### config.mk
export PLATFORM = sky130hd
export DESIGN_NAME = edge_detect
export DESIGN_NICKNAME = d
export VERILOG_FILES = /design/src/rtl/edge_detect.sv
export SDC_FILE = /design/constraint.sdc
export NUM_CORES = 1
export LEC_CHECK = 0
export CAP_MARGIN = 20
export CELL_PAD_IN_SITES_DETAIL_PLACEMENT = 1
export CELL_PAD_IN_SITES_GLOBAL_PLACEMENT = 2
export CORE_MARGIN = 1.5
export CORE_UTILIZATION = 44
export DETAILED_ROUTE_END_ITERATION = 10
export DONT_BUFFER_PORTS = 1
export PLACE_DENSITY_LB_ADDON = 0.15
export SKIP_LAST_GASP = 1
export SLEW_MARGIN = 10
export SYNTH_ARGS = -nofsm -noshare
export SYNTH_HDL_FRONTEND = slang
export SYNTH_SLANG_ARGS = --single-unit
### constraint.sdc
create_clock -name clk -period 9.6 [get_ports clk]
set_clock_uncertainty 0.15 [all_clocks]
set_input_delay 1.44 -clock clk [delete_from_list [all_inputs] [get_ports clk]]
set_output_delay 1.44 -clock clk [all_outputs]
set_load 0.1 [all_outputs]
### src/rtl/edge_detect.sv
// -----------------------------------------------------------------------------
// edge_detect
//   Sobel edge stage that sits directly after the intensity stage. When the
//   controller pulses edgedetect_enable, the module captures one 3x3 greyscale
//   window. It computes |Gx|+|Gy| and compares that sum with THRESHOLD. It then
//   emits one registered edge bit per window. The cartoon compositor uses this
//   bit to draw the black outline.
//
//   The module takes three clocks per window:
//     capture -> GRAD (register Gx/Gy) -> MAG (register result) -> DONE.
//   While the module is in DONE, a new enable starts the next window
//   back-to-back.
//
// Optional feature macro: EDGE_MAG_OUT_EN
//   When the macro is defined, the module adds the saturated 8-bit magnitude
//   output and its register. When the macro is undefined, neither the port nor
//   the register exists. Timing and edge_pixel behaviour are the same in both
//   builds.
//
// Ports
//   clk                in   1   system clock, rising edge
//   n_rst              in   1   asynchronous active-low reset
//   edgedetect_enable  in   1   start request, sampled only in IDLE or DONE
//   iGrid              in   72  I0=[71:64] .. I8=[7:0], row-major, I4 centre
//   edge_pixel         out  1   registered result, 1 = edge
//   edge_done          out  1   high for one cycle when a new result is valid
//   edge_busy          out  1   high in GRAD and MAG
//   magnitude          out  8   (EDGE_MAG_OUT_EN only) saturated |Gx|+|Gy|
// -----------------------------------------------------------------------------
module edge_detect #(
  parameter logic [10:0] THRESHOLD = 11'd128
) (
  input  logic        clk,
  input  logic        n_rst,
  input  logic        edgedetect_enable,
  input  logic [71:0] iGrid,
`ifdef EDGE_MAG_OUT_EN
  output logic [7:0]  magnitude,
`endif
  output logic        edge_pixel,
  output logic        edge_done,
  output logic        edge_busy
);

  typedef enum logic [1:0] {
    IDLE = 2'd0,
    GRAD = 2'd1,
    MAG  = 2'd2,
    DONE = 2'd3
  } state_t;

  state_t             state_q, state_d;
  logic               load_win;
  logic [71:0]        win_q;
  logic signed [10:0] gx_q, gy_q, gx_d, gy_d;
  logic [10:0]        sum;
  logic               edge_pixel_q;
`ifdef EDGE_MAG_OUT_EN
  logic [7:0]         mag_q;
`endif

  // Zero-extends one 8-bit pixel into the 11-bit signed gradient domain.
  function automatic logic signed [10:0] px(input logic [7:0] p);
    return $signed({3'b000, p});
  endfunction

  // Returns the full-range absolute value. The result magnitude never exceeds
  // 1020, so 11 bits hold it exactly and nothing is truncated.
  function automatic logic [10:0] abs11(input logic signed [10:0] x);
    return x[10] ? $unsigned(-x) : $unsigned(x);
  endfunction

  // Clamps the 11-bit sum to the 8-bit magnitude output.
  function automatic logic [7:0] sat8(input logic [10:0] s);
    return (s > 11'd255) ? 8'hFF : s[7:0];
  endfunction

  logic [7:0] i0, i1, i2, i3, i5, i6, i7, i8;
  assign {i0, i1, i2, i3} = win_q[71:40];
  assign {i5, i6, i7, i8} = win_q[31:0];

  // Both Sobel kernels give the centre pixel zero weight, so it is never read.
  logic centre_unused;
  assign centre_unused = ^win_q[39:32];

  // Next-state logic. The enable input is honoured only where a capture is
  // allowed. While the module is busy, it drops the enable instead of
  // queuing it.
  always_comb begin
    state_d  = state_q;
    load_win = 1'b0;
    case (state_q)
      IDLE: begin
        if (edgedetect_enable) begin
          load_win = 1'b1;
          state_d  = GRAD;
        end
      end
      GRAD: state_d = MAG;
      MAG:  state_d = DONE;
      DONE: begin
        if (edgedetect_enable) begin
          load_win = 1'b1;
          state_d  = GRAD;
        end else begin
          state_d = IDLE;
        end
      end
      default: state_d = IDLE;
    endcase
  end

  // Gradient stage. Each partial sum is at most 1020, so the 11-bit signed
  // width covers both the sums and their difference.
  always_comb begin
    gx_d = (px(i2) + (px(i5) <<< 1) + px(i8)) - (px(i0) + (px(i3) <<< 1) + px(i6));
    gy_d = (px(i6) + (px(i7) <<< 1) + px(i8)) - (px(i0) + (px(i1) <<< 1) + px(i2));
  end

  // Magnitude stage. The sum is at most 2040, so it fits in 11 bits unsigned.
  assign sum = abs11(gx_q) + abs11(gy_q);

  always_ff @(posedge clk or negedge n_rst) begin
    if (!n_rst) begin
      state_q      <= IDLE;
      win_q        <= '0;
      gx_q         <= '0;
      gy_q         <= '0;
      edge_pixel_q <= 1'b0;
`ifdef EDGE_MAG_OUT_EN
      mag_q        <= '0;
`endif
    end else begin
      state_q <= state_d;
      if (load_win) begin
        win_q <= iGrid;
      end
      if (state_q == GRAD) begin
        gx_q <= gx_d;
        gy_q <= gy_d;
      end
      // Results hold their value until the next MAG cycle.
      if (state_q == MAG) begin
        edge_pixel_q <= (sum > THRESHOLD);
`ifdef EDGE_MAG_OUT_EN
        mag_q        <= sat8(sum);
`endif
      end
    end
  end

  assign edge_pixel = edge_pixel_q;
  assign edge_done  = (state_q == DONE);
  assign edge_busy  = (state_q == GRAD) || (state_q == MAG);
`ifdef EDGE_MAG_OUT_EN
  assign magnitude  = mag_q;
`endif

endmodule

[After elaboration in Yosys (flattened, before gate mapping)]
Index checks and enable logic that the tools add are counted.
Word-level totals
  input bits: 75
  memories: 0
  bits in writable memories: 0
  memory bits (read-only): 0
  output and inout port bits: 3
  bits in registers: 97
  latch bits: 0
Cells by class
  equal/unequal tests: 4
  shift operators: 0
  order comparisons: 1
  muxes and demuxes: 7
  divide/modulo/power cells: 0
  $mul: 0
  reduce and logical (&&, ||, !) cells: 3
  bitwise gates (word level): 0
  add/sub/neg operators: 13
Operator list (count)
  $add 10x8->11: 4
  $add 8x9->10: 4
  $mux 11: 2
  $neg 11->11: 2
  $sub 11x11->11: 2
  $add 11x11->11: 1
  $gt 11x8->1 const B: 1
  $pmux 2 s4: 1
  $eq 2x2->1 const B: 2
  $mux 1: 3
  $eq 2x1->1 const B: 1
  $logic_not 2->1: 1
  $mux 2: 1
  $ne 2x2->1 const B: 1
  $reduce_or 2->1: 1
  $logic_or 1x1->1: 1

[Logic depth before layout (Yosys ltp)]
Gate-level depths: netlist (run 1).
  word-level depth: 4
  mapped depth: 17
  mapped depth without buffers: 17

[Worst setup path before layout (run 1)]
OpenSTA, ideal clock, no wires.
  path kind: register to register
  from: reg win_q[2]
  to: reg gy_q[8]
  setup time: 0.125 ns
  data arrival time: 3.631 ns
  clock period less this slack: 3.906 ns
  stages on the path, launching flop included: 16
  buffers on the path: 0
  path slack: 5.694 ns
  path through: dfrtp_1 > inv_1 > fa_1 > inv_1 > fa_1 > inv_1 > fa_1 > inv_1 > ha_1 > a21o_1 > a21oi_2 > o21ai_1 > a211o_1 > a31oi_2 > xnor2_1 > mux2_2
Between the ends
  cells in the longest elaborated chain, start to end: 2
Ends and longest elaborated chain
  start: declaration: line 54  | logic [71:0] win_q;
  start signal: assignment: line 136  | win_q <= iGrid;
  $add 10x8->11: line 117  | gy_d = (px(i6) + (px(i7) <<< 1) + px(i8)) - (px(i0) + (px(i1) <<< 1) + px(i2));
  $sub 11x11->11: line 117
  end signal: assignment: line 140  | gy_q <= gy_d;
  end: declaration: line 55  | logic signed [10:0] gx_q, gy_q, gx_d, gy_d;
Every way passes these cells.
A chain may end at the register's enable or synchronous reset.

[Worst setup path after layout (run 1)]
Ends and elaborated chain as after synthesis.

==> flow_summary.toml, run 1 <==
[status]
status = "complete, no violations"

[min_path]
hold_depth = 1
hold_path_class = "flip-flop to flip-flop"

[synthesis]
ys_warn_count = 0
synth_flop_cell = "dfrtp_1"
synth-seq-cells = 89
ys_seq_area_share_pct = 34.05
async_reset_ff_share_pct = 100.0
synth_area_leaders = "dfrtp_1 (34%), fa_1 (19%), inv_1 (9.1%)"
syn_inst = 680
syn-num-nets = 859
synth.top_cell.area_share_pct = 34.05
avgSynthCellArea_um2 = 9.620
synth-edff-count = 0
yosysMostFrequentCell = "inv_1"
yosysTopAreaCell = "dfrtp_1"
synthesis.area_mm2 = 0.006541
ys_top_cells_by_count = "inv_1 (158), dfrtp_1 (89), o21ai_0 (77)"
ys_types = 49

[global_route]
grt_overflow = 0
grt_max_degree = 112
grt_pass1_wl_um = 23740
grt_use_total_pct = 19.01
antenna_found_initial = 0
grt_pass1_vias = 4890

[setup_path]
r2r_slack_ns = 5.38
critical_path_class = "flip-flop to flip-flop"
crit_fanout = 2
critPathSlowestCell = "fa_1"
path_cells = "inv_1 > fa_1 > inv_1 > fa_1 > inv_1 > fa_1 > inv_1 > ha_1 > a21o_1 > a21oi_2 > o21ai_1 > a211o_1 > a31oi_2 > xnor2_1 > mux2_2"
required_ns = 9.68
end_kind = "flip-flop"
cp-start-kind = "flip-flop"
cp.arrival_ns = 4.30
worst_r2r_path_depth = 15
cp_common_cell = "inv_1"
cp_slowest_stage_delay_ns = 0.59

[floorplan]
die_width_um = 124.9
dieArea_mm2 = 0.01561
rows = 44
core_area_mm2 = 0.01453
die_h_um = 124.9
initial_core_util_pct = 45.01
ios = 78

[cts]
post_cts_resized = 0
post_cts_buffers = 0
clk_pin_slew_ns = 0.06
numCtsBuffers = 9
ctsHoldBuffers = 0
clock-sinks = 89
clk_latency_ns = 0.35
cts_tree = "done"
clockBufferDepth = 2
htree_levels = 3
cts-root-buf = "clkbuf_16"

[routing]
drtAntennaViolNets = 0
firstDrtPassIters = 4
drc_errors = 0
viasPerCell = 5.046
vias = 4360
wire_per_inst_um = 15.59
wl_um = 13470
drt_iter0_markers = 120

[sta]
slew-limit-headroom_pct = 33.31
hold_viol = 0
tns_ns = 0
worstMarginPinSlew_ns = 1.000
finalSetupViolations = 0
drv_slew = 0
max_freq_mhz = 237.1
rsz0062_at_grt = "no"
period_needed_ns = 4.217
period_share_pct = 43.93

[placed_design]
gp_congestion = 0.7468
place_inst = 848
hpwlAfterDp_um = 10550
place.port_buffers = 0

[finish]
num-nets-final = 854
fillers = 1654
fin_cells = 864
final_util_pct = 48.46
syn_to_final_growth_pct = 7.670
antenna_cells = 0
drive_gt1_share_pct = 6.765

[job]
maxCapViolations = 0
[kinds of logic (layout without fill, tap and decap cells)]
| family | Yosys count | in the layout | synth area share (%) |
|---|---|---|---|
| XOR/XNOR | 32 | 32 | 4.285 |
| multiplexers | 19 | 19 | 3.233 |
| AO/OA/AOI/OAI | 133 | 133 | 12.26 |
| buffers and inverters | 176 | 176 | 10.10 |
| flip-flops | 89 | 89 | 34.05 |
| adder cells (fa/ha/maj) | 104 | 104 | 27.12 |
| AND/OR/NAND/NOR | 127 | 127 | 8.952 |
[worst max-delay path: cells and delay by family, from the launching register on]
family	cells	cell delay, ns
AOI/OAI and AO/OA	5	1.00
adders and majority gates	4	1.88
buffers and inverters	4	0.26
muxes	1	0.28
DFF	1	0.38
xor gates and xnor gates	1	0.13
[sequential cells by signal, summed over array words and instances (netlist names)]
signal	flops
gy_q	11
state_q	2
win_q	64
edge_pixel	1
gx_q	11
[per-layer routing]
layer | global-route usage, % | vias up | share of wire [%]
li1 | - | 2118 | -
met1 | 26.09 | 2175 | 48
met2 | 31.38 | 52 | 48
met3 | 2.525 | 15 | 2.2
met4 | 6.551 | 0 | 2.0
met5 | 0 | - | 0
[cell type report]
class                           instances  area (µm²)  area share (%)
Tap cell                              184       230.2           3.269
Multi-Input combinational cell        415        3661           51.98
Clock inverter                          4       50.05          0.7106
Clock buffer                           12       266.5           3.784
Inverter                              158       593.1           8.421
Sequential cell                        89        2227           31.62
Timing Repair Buffer                    2       15.01          0.2132
[final timing paths]
| kind | startpoint | endpoint |
|---|---|---|
| worst max-delay path | win_q[2] | gy_q[8] |
| max in group asynchronous | n_rst | gx_q[1] |
| worst min register to register | win_q[56] | win_q[56] |
| min in group asynchronous | n_rst | win_q[71] |
| worst max register to register | win_q[2] | gy_q[8] |
| worst min-delay path | win_q[56] | win_q[56] |
[layout by cell type, fill, tap and decap left out, types with 4 or more instances in the layout]
cell / netlist / final
a21o_1: 8 / 8
a21oi_1: 9 / 9
clkbuf_16: 0 / 9
dfrtp_1: 89 / 89
fa_1: 63 / 63
ha_1: 41 / 41
inv_1: 158 / 158
mux2_2: 17 / 17
nand2_1: 74 / 74
nand2b_1: 5 / 5
nor2_1: 19 / 19
nor2b_1: 9 / 8
nor3_1: 4 / 4
o21ai_0: 77 / 77
o21ai_1: 6 / 6
o31ai_1: 6 / 6
xnor2_1: 28 / 28
xor2_1: 4 / 4
[per-stage QoR]
step	area, µm²	setup slack [ns]	hold WS, ns
3_5_place_dp	6726	5.390	0.3631
2_1_floorplan	6541	5.694	0.3349
5_1_grt	7043	5.193	0.4174
6_report	7043	5.383	0.3837
3_3_place_gp	6726	5.477	0.3594
4_1_cts	7043	5.373	0.3949
Power of run 1 is not shown: default switching activity piles up to over one toggle a cycle in this logic, so the estimate is an artifact.
==> inputs of run 2 (changes only) <==
--- a/config.mk
+++ b/config.mk
@@ -9,7 +9,7 @@
 export CELL_PAD_IN_SITES_DETAIL_PLACEMENT = 1
 export CELL_PAD_IN_SITES_GLOBAL_PLACEMENT = 2
 export CORE_MARGIN = 1.5
-export CORE_UTILIZATION = 44
+export CORE_UTILIZATION = 41
 export DETAILED_ROUTE_END_ITERATION = 10
 export DONT_BUFFER_PORTS = 1
 export PLACE_DENSITY_LB_ADDON = 0.15
==> constraint.sdc (replaced) <==
create_clock -name clk -period 4.05 [get_ports clk]
set_clock_uncertainty 0.15 [all_clocks]
set_input_delay 0.6075 -clock clk [delete_from_list [all_inputs] [get_ports clk]]
set_output_delay 0.6075 -clock clk [all_outputs]
set_load 0.1 [all_outputs]
==> flow_summary.toml, run 2 (synthesized netlist as in run 1, its figures left out) <==
[placed_design]
gp_congestion = 0.7413
placed_cell_area_mm2 = 0.006820
hpwlAfterDp_um = 10940
place.port_buffers = 0

[setup_path]
cp-start-kind = "flip-flop"
crit_path_start = "win_q[66]"
crit_end = "gy_q[8]"
end_kind = "flip-flop"
critPathSlowestCell = "fa_1"
reg2reg_to = "gy_q[8]"
r2r_slack_ns = 0.08
worst_r2r_path_depth = 14
cp.arrival_ns = 4.04
critical_path_class = "flip-flop to flip-flop"
cp_slowest_stage_delay_ns = 0.54
rr_startpoint = "win_q[66]"
crit_fanout = 3
required_ns = 4.13
path_cells = "inv_1 > fa_1 > fa_1 > inv_1 > fa_1 > inv_1 > ha_1 > a21o_1 > a21oi_2 > o21ai_2 > a211o_1 > a31oi_2 > xnor2_1 > mux2_4"

[finish]
final_util_pct = 47.42
mostFrequentLayoutCells = "inv_1 (152), dfrtp_1 (89), o21ai_0 (77)"
drive_gt1_share_pct = 11.26
syn_to_final_growth_pct = 11.44
top_regs = "win_q x64, gx_q x11, gy_q x11"
final_common_cell = "inv_1"
num-nets-final = 867
antenna_cells = 0
stdcell_area_mm2 = 0.007289
largest_register_ffs = 64
regMostFlops = "win_q"

[routing]
firstDrtPassIters = 4
drtAntennaViolNets = 0
wire_per_inst_um = 15.32
vias = 4412
met3WireLength_um = 331
viasPerCell = 4.881
wl_met1_um = 6597
dr.max_layer_used = "met4"
drt_iter0_markers = 89
wl_um = 13850
drc_errors = 0
wl_met2_um = 6722

[floorplan]
die_h_um = 129.3
rows = 45
initial_core_util_pct = 42.56
core_area_mm2 = 0.01537
ios = 78
die_width_um = 129.3
dieArea_mm2 = 0.01672

[sta]
max_freq_mhz = 251.9
period_needed_ns = 3.970
tns_ns = 0
rsz0062_at_grt = "yes"
hold_viol = 5
period_share_pct = 98.02
slew-limit-headroom_pct = 34.19
worstMarginPinSlew_ns = 0.9871
hold_ws_ns = -0.04385
finalSetupViolations = 0
drv_slew = 0

[cts]
clk_pin_slew_ns = 0.07
htree_levels = 3
clk_latency_ns = 0.35
cts_tree = "done"
clockBufferDepth = 2
cts-root-buf = "clkbuf_16"
numCtsBuffers = 9
clock-sinks = 89

[global_route]
grt_use_total_pct = 18.26
antenna_found_initial = 0
grt_max_degree = 90
grt_overflow = 0
grt_pass1_wl_um = 23520
grt_pass1_vias = 4822

[min_path]
hold_path_class = "primary input to async pin"

[status]
status = "finished with violations"
violations = "hold timing"

[job]
maxCapViolations = 0
[run 2: cell count changes in the layout (fill, tap and decap cells not counted), sizes merged]
| cell | previous run | this run |
|---|---|---|
| inv | 158 | 159 |
| clkinvlp | 2 | 0 |
| bufinv | 1 | 2 |
| buf | 2 | 15 |
[run 2: final cells by class]
cell class	count	area, µm²
clock buffer	12	256.5
timing repair buffer	15	132.6
clock inverter	4	73.82
sequential	89	2227
multi-input combinational	415	3742
inverter	158	593.1
fill	1744	8082
tap	211	264.0
[run 2: critical path, delay by kind of cell (launching register included)]
kind	cells	cell delay, ns
adders and majority gates	4	1.78
AOI/OAI and AO/OA	5	0.94
DFF	1	0.36
muxes	1	0.27
buffers and inverters	3	0.22
xor gates and xnor gates	1	0.12
[run 2: through the flow]
stage          setup WS, ns  instances
2_1_floorplan        0.1440        680
3_3_place_gp       0.007622        883
3_5_place_dp       -0.06216        883
4_1_cts            -0.03966        901
5_1_grt            -0.04267        904
6_report            0.08018        904
[run 2: per-layer routing]
layer	global-route usage, %	vias up
met5	0	-
met4	6.147	0
met3	3.055	12
met2	29.76	50
met1	24.87	2207
li1	-	2143
[run 2: repair_timing]
item,in CTS,in global routing
pin swaps,8,21
hold endpoints to repair,89,0
hold buffers,1,0
resized for setup,8,15
setup endpoints to repair,5,7
buffers inserted,1,3
cloned,0,0
[run 2: worst min path at each step]
stage               startpoint    endpoint  slack (ns)  depth (start not counted)
floorplan                n_rst  edge_pixel        0.16                          0
global route             n_rst  edge_pixel        0.01                          1
detailed placement       n_rst  edge_pixel        0.17                          0
global placement         n_rst  edge_pixel        0.17                          0
CTS                      n_rst  edge_pixel        0.03                          1
finish                   n_rst  edge_pixel       -0.04                          1
Power of run 2 is left out for the same reason.
